`src/rtl/tri_raster_scan_ctrl.sv`:
```
// Triangle bounding-box raster scan controller: accepts a triangle, clamps its
// bounding box to the display, then emits every pixel of the box in row-major order.
package tri_raster_pkg;
  typedef struct packed {
    logic signed [31:0] x;
    logic signed [31:0] y;
  } int_point;

  typedef struct packed {
    int_point a;
    int_point b;
    int_point c;
  } int_triangle;
endpackage

module tri_raster_scan_ctrl
  import tri_raster_pkg::*;
#(
  parameter int DISPLAY_WIDTH  = 100,
  parameter int DISPLAY_HEIGHT = 100
) (
  input  logic               clk,
  input  logic               rst_n,
  input  int_triangle        in_tri,
  input  logic               tri_valid,
  output logic               tri_ready,
  output logic signed [31:0] pix_x,
  output logic signed [31:0] pix_y,
  output logic               pix_valid,
  input  logic               pix_ready,
  output logic               pix_last,
  output logic               busy,
  output logic               done
);

  typedef enum logic [1:0] {IDLE, SETUP, SCAN, DONE} state_t;

  localparam logic signed [31:0] XMAX = 32'(DISPLAY_WIDTH - 1);
  localparam logic signed [31:0] YMAX = 32'(DISPLAY_HEIGHT - 1);

  state_t             state_q, state_d;
  int_triangle        tri_q, tri_d;
  logic signed [31:0] bx0_q, bx0_d, bx1_q, bx1_d;
  logic signed [31:0] by0_q, by0_d, by1_q, by1_d;
  logic signed [31:0] px_q, px_d, py_q, py_d;

  logic signed [31:0] min_x, max_x, min_y, max_y;
  logic signed [31:0] set_x0, set_x1, set_y0, set_y1;
  logic               box_empty;
  logic               at_last;

  function automatic logic signed [31:0] min3(input logic signed [31:0] p,
                                              input logic signed [31:0] q,
                                              input logic signed [31:0] r);
    logic signed [31:0] m;
    m = (p < q) ? p : q;
    return (r < m) ? r : m;
  endfunction

  function automatic logic signed [31:0] max3(input logic signed [31:0] p,
                                              input logic signed [31:0] q,
                                              input logic signed [31:0] r);
    logic signed [31:0] m;
    m = (p > q) ? p : q;
    return (r > m) ? r : m;
  endfunction

  // Clamped bounding box of the registered triangle, consumed only in SETUP.
  always_comb begin
    min_x     = min3(tri_q.a.x, tri_q.b.x, tri_q.c.x);
    max_x     = max3(tri_q.a.x, tri_q.b.x, tri_q.c.x);
    min_y     = min3(tri_q.a.y, tri_q.b.y, tri_q.c.y);
    max_y     = max3(tri_q.a.y, tri_q.b.y, tri_q.c.y);
    set_x0    = (min_x < 0)    ? '0   : min_x;
    set_x1    = (max_x > XMAX) ? XMAX : max_x;
    set_y0    = (min_y < 0)    ? '0   : min_y;
    set_y1    = (max_y > YMAX) ? YMAX : max_y;
    box_empty = (set_x0 > set_x1) || (set_y0 > set_y1);
  end

  assign at_last = (px_q == bx1_q) && (py_q == by1_q);

  always_comb begin
    state_d = state_q;
    tri_d   = tri_q;
    bx0_d   = bx0_q;
    bx1_d   = bx1_q;
    by0_d   = by0_q;
    by1_d   = by1_q;
    px_d    = px_q;
    py_d    = py_q;
    case (state_q)
      IDLE: begin
        if (tri_valid) begin
          tri_d   = in_tri;
          state_d = SETUP;
        end
      end
      SETUP: begin
        bx0_d = set_x0;
        bx1_d = set_x1;
        by0_d = set_y0;
        by1_d = set_y1;
        if (box_empty) begin
          state_d = DONE;
        end else begin
          px_d    = set_x0;
          py_d    = set_y0;
          state_d = SCAN;
        end
      end
      SCAN: begin
        if (pix_ready) begin
          if (at_last) begin
            state_d = DONE;
          end else if (px_q < bx1_q) begin
            px_d = px_q + 32'sd1;
          end else begin
            px_d = bx0_q;
            py_d = py_q + 32'sd1;
          end
        end
      end
      DONE: state_d = IDLE;
      default: state_d = IDLE;
    endcase
  end

  always_ff @(posedge clk) begin
    if (!rst_n) begin
      state_q <= IDLE;
      tri_q   <= '0;
      bx0_q   <= '0;
      bx1_q   <= '0;
      by0_q   <= '0;
      by1_q   <= '0;
      px_q    <= '0;
      py_q    <= '0;
    end else begin
      state_q <= state_d;
      tri_q   <= tri_d;
      bx0_q   <= bx0_d;
      bx1_q   <= bx1_d;
      by0_q   <= by0_d;
      by1_q   <= by1_d;
      px_q    <= px_d;
      py_q    <= py_d;
    end
  end

  assign tri_ready = (state_q == IDLE);
  assign busy      = (state_q != IDLE);
  assign done      = (state_q == DONE);
  assign pix_valid = (state_q == SCAN);
  assign pix_last  = (state_q == SCAN) && at_last;
  assign pix_x     = px_q;
  assign pix_y     = py_q;

endmodule

```
`config.mk`:
```
export PLATFORM = sky130hd
export DESIGN_NAME = tri_raster_scan_ctrl
export DESIGN_NICKNAME = d
export VERILOG_FILES = /design/src/rtl/tri_raster_scan_ctrl.sv
export SDC_FILE = /design/constraint.sdc
export NUM_CORES = 1
export LEC_CHECK = 0
export BUFFER_PORTS_ARGS = -buffer_cell sky130_fd_sc_hd__buf_2
export CAP_MARGIN = 0
export CELL_PAD_IN_SITES_DETAIL_PLACEMENT = 2
export CELL_PAD_IN_SITES_GLOBAL_PLACEMENT = 2
export CORE_MARGIN = 2
export CORE_UTILIZATION = 32
export DETAILED_ROUTE_END_ITERATION = 6
export PLACE_DENSITY_LB_ADDON = 0.1
export SYNTH_ARGS = -nofsm -noshare
export SYNTH_HDL_FRONTEND = slang
export SYNTH_SLANG_ARGS = --single-unit
```
`constraint.sdc`:
```
create_clock -name clk -period 8.2 [get_ports clk]
set_input_delay 0.82 -clock clk [delete_from_list [all_inputs] [get_ports clk]]
set_output_delay 0.82 -clock clk [all_outputs]
set_load 0.1 [all_outputs]
```
==> results.md <==
* Setup TNS at -6800 ps
* Crit Path Class: flip-flop to flip-flop
* Vias at about 28k
* Clock sinks at ~350
* IO Port Bufs at ~260
* Final hold viol count at 0
* Worst EP required at about 8700 ps
* Yosys cell types at 65
* Synth cell count leaders: nand2_1 (585), a21oi_1 (412), dfxtp_1 (353), ha_1 (290), clkbuf_1 (180)
* Worst-skew pair later-pin latency at a little over 600 ps
* Post-synth ARST share at 0%
* Post-layout min period at around 8400 ps
* CP Launch Type: flip-flop
* Buf/Inv on CP at 7
* Synth Cell Area at between 20,000 and 30,000 sq um
* Fillcell total at 8,763
* Vias/cell at around 5.7
* Reg area at between 7000 and 8000 sq um
* Area growth, synth to finish at 33.1%
* H-Tree Depth at 2
* Final worst-path setup slack at -236 ps
* Arr. time, crit path at about 9000 ps
* Initial antenna violation count at 1
* Root buffer cell: clkbuf_16
* Layout cells sized above 1 at 26.0%
* Fmax at between 100 and 150 MHz
* Part of the cycle the worst path needs at 103%
* Post-layout nets at around 4.3k
* CP max stage delay at roughly 500 ps
* Max clock buf depth at 3
* Antenna Violating Nets Remaining at 0
* DP HPWL at between 90,000 and 100,000 microns
* Die W at approximately 280 microns
* Max_cap viols at 0
* Initial Utilization at 32.3%
* Syn nets at 3,776
* CTS tree: yes
* Core footprint at around 77,000 sq um
* Largest net degree at the start of global routing at 95
* All-Layer GR Usage at roughly 29%
* Placer Congestion at roughly 0.9
* Crit end category: flip-flop
* Final Skew at roughly 38 ps
* Die footprint at 80,400 sq um
* Synth area leader: dfxtp_1
* CTS buffer count at 46
* Ant. Diodes at 0
* Vias in the first global route at 28.9k
* Layout Utilization at 43.0%
* Syn Area/Cell at roughly 7.6 sq um
* CP top delay family: simple AND/OR/NAND/NOR gates
* First-pass GRT wire length at 181,000 microns
* Status: complete, but fails checks
* Drt wl/cell at about 25 microns
* RSZ-0062 raised after global routing: true
* Yosys reg bits at around 350
* Final Max Tran Viols at 0
* Top cells by area, synth: dfxtp_1 (28%), ha_1 (15%), nand2_1 (8.8%)
* Number of I/O pins at between 200 and 300
* Predominant post-synthesis flop cell: dfxtp_1
* Most common cell in the netlist: nand2_1
* Failing checks: setup timing
* Final WL at between 100,000 and 150,000 microns
* DRC Markers at 0
* 1st-iter DRT viols at roughly 1.7k
* Post-synth top area share at between 20% and 30%
* Seq/Total Area, Yosys at 28.2%
* Clk slew on worst S/H paths at 60 ps
* Row cnt at between 100 and 150
* Ys Warns at 0
* Least-Margin Pin Slew at around 1100 ps
* Synth Instances at 3,290
* Setup violators final at 57
* Global route overflow at 0
* Slew margin rel. at a little under a quarter
* Hold Path Class: input pin to flip-flop
* Die Ht at about 280 microns
* Multi-input logic area at between 15,000 and 20,000 sq um
* Number of flops mapped to enable cells by yosys at 0
* Most used cell, CP: nand4_1
* Slowest CP cell: or3_4
* 1st-pass router iterations at 5
* CP max FO at 13
registers in the layout, indices dropped and copies added (netlist names):
register  cells
tri_q       192
bx1_q        32
by1_q        32
pix_x        32
pix_y        32
bx0_q        31
state_q       2
routing by layer:
metal / global-route usage, % / wire, microns / vias up
met5: 0 / 13 / -
met4: 4.89 / 2180 / 2
met3: 3.23 / 4970 / 126
met2: 44.1 / 53800 / 607
met1: 43.6 / 63000 / 13990
li1: - / - / 12895
timing repair:
item / CTS / global route
gates resized for setup: 49 / 231
pin swaps: 14 / 80
setup buffers: 8 / 31
hold buffers: 0 / 0
setup endpoints to repair: 65 / 65
gates cloned: 2 / 12
per-stage QoR:
stage	worst slack, ps	instances	cell area [sq um]	hold slack (ps)
floorplan	30.2	3290	25000	445
global placement	-199	4742	29800	457
detailed placement	-469	4742	29800	462
CTS	34.8	4837	31700	418
global route	-545	4877	33300	452
finish	-236	4877	33300	454
worst paths after layout:
check | startpoint | to | slack [ps] | cells past startpoint
worst min-delay path | in_tri[44] | tri_q[44] | 450 | 3
worst max-delay path | tri_q[94] | pix_x[7] | -240 | 37
worst max register to register | tri_q[94] | pix_x[7] | -240 | 37
worst min register to register | bx1_q[23] | bx1_q[23] | 470 | 2
cell type report:
cell class / instances / area share, %
Clock inverter: 14 / 0.568
Clock buffer: 71 / 4.13
Timing Repair Buffer: 665 / 14.3
Multi-Input combinational cell: 2582 / 54.1
Inverter: 152 / 1.74
Tap cell: 1040 / 3.91
Sequential cell: 353 / 21.3
kinds of logic (layout without fill, tap and decap cells):
| logic type | after synthesis | in the layout | synth area share, % |
|---|---|---|---|
| muxes | 145 | 145 | 5.89 |
| adders and majority gates | 290 | 290 | 14.5 |
| xor gates and xnor gates | 62 | 62 | 2.17 |
| DFF | 353 | 353 | 28.2 |
| AOI/OAI and AO/OA | 854 | 854 | 21.2 |
| and+or+nand+nor | 1230 | 1231 | 22.6 |
| buffers and inverters | 356 | 902 | 5.37 |
worst reg2reg max path, delay by kind of cell, from the launching register on:
family / cells / cell delay (ps)
simple gates: 18 / 4380
buf+inv: 7 / 1120
compound gates: 6 / 1030
fa+ha+maj: 3 / 770
mux: 3 / 750
flops: 1 / 340
cells in the final DEF, fill, tap and decap left out, types with 29 or more instances in the layout:
| master | count |
|---|---|
| nand4_1 | 75 |
| ha_1 | 264 |
| buf_2 | 264 |
| o31ai_1 | 33 |
| dfxtp_1 | 343 |
| nor3_1 | 68 |
| inv_1 | 147 |
| a21oi_1 | 384 |
| clkbuf_16 | 55 |
| mux2i_2 | 29 |
| o21ai_0 | 93 |
| nand3_1 | 117 |
| nor2_1 | 160 |
| nand2_1 | 576 |
| buf_4 | 358 |
| mux2i_1 | 87 |
| xnor2_1 | 35 |
| or2_2 | 29 |
| a21o_1 | 38 |
| nor4_1 | 47 |
| o211ai_1 | 65 |
Power is not shown: default switching activity piles up to over one toggle a cycle in this logic, so the estimate is an artifact.
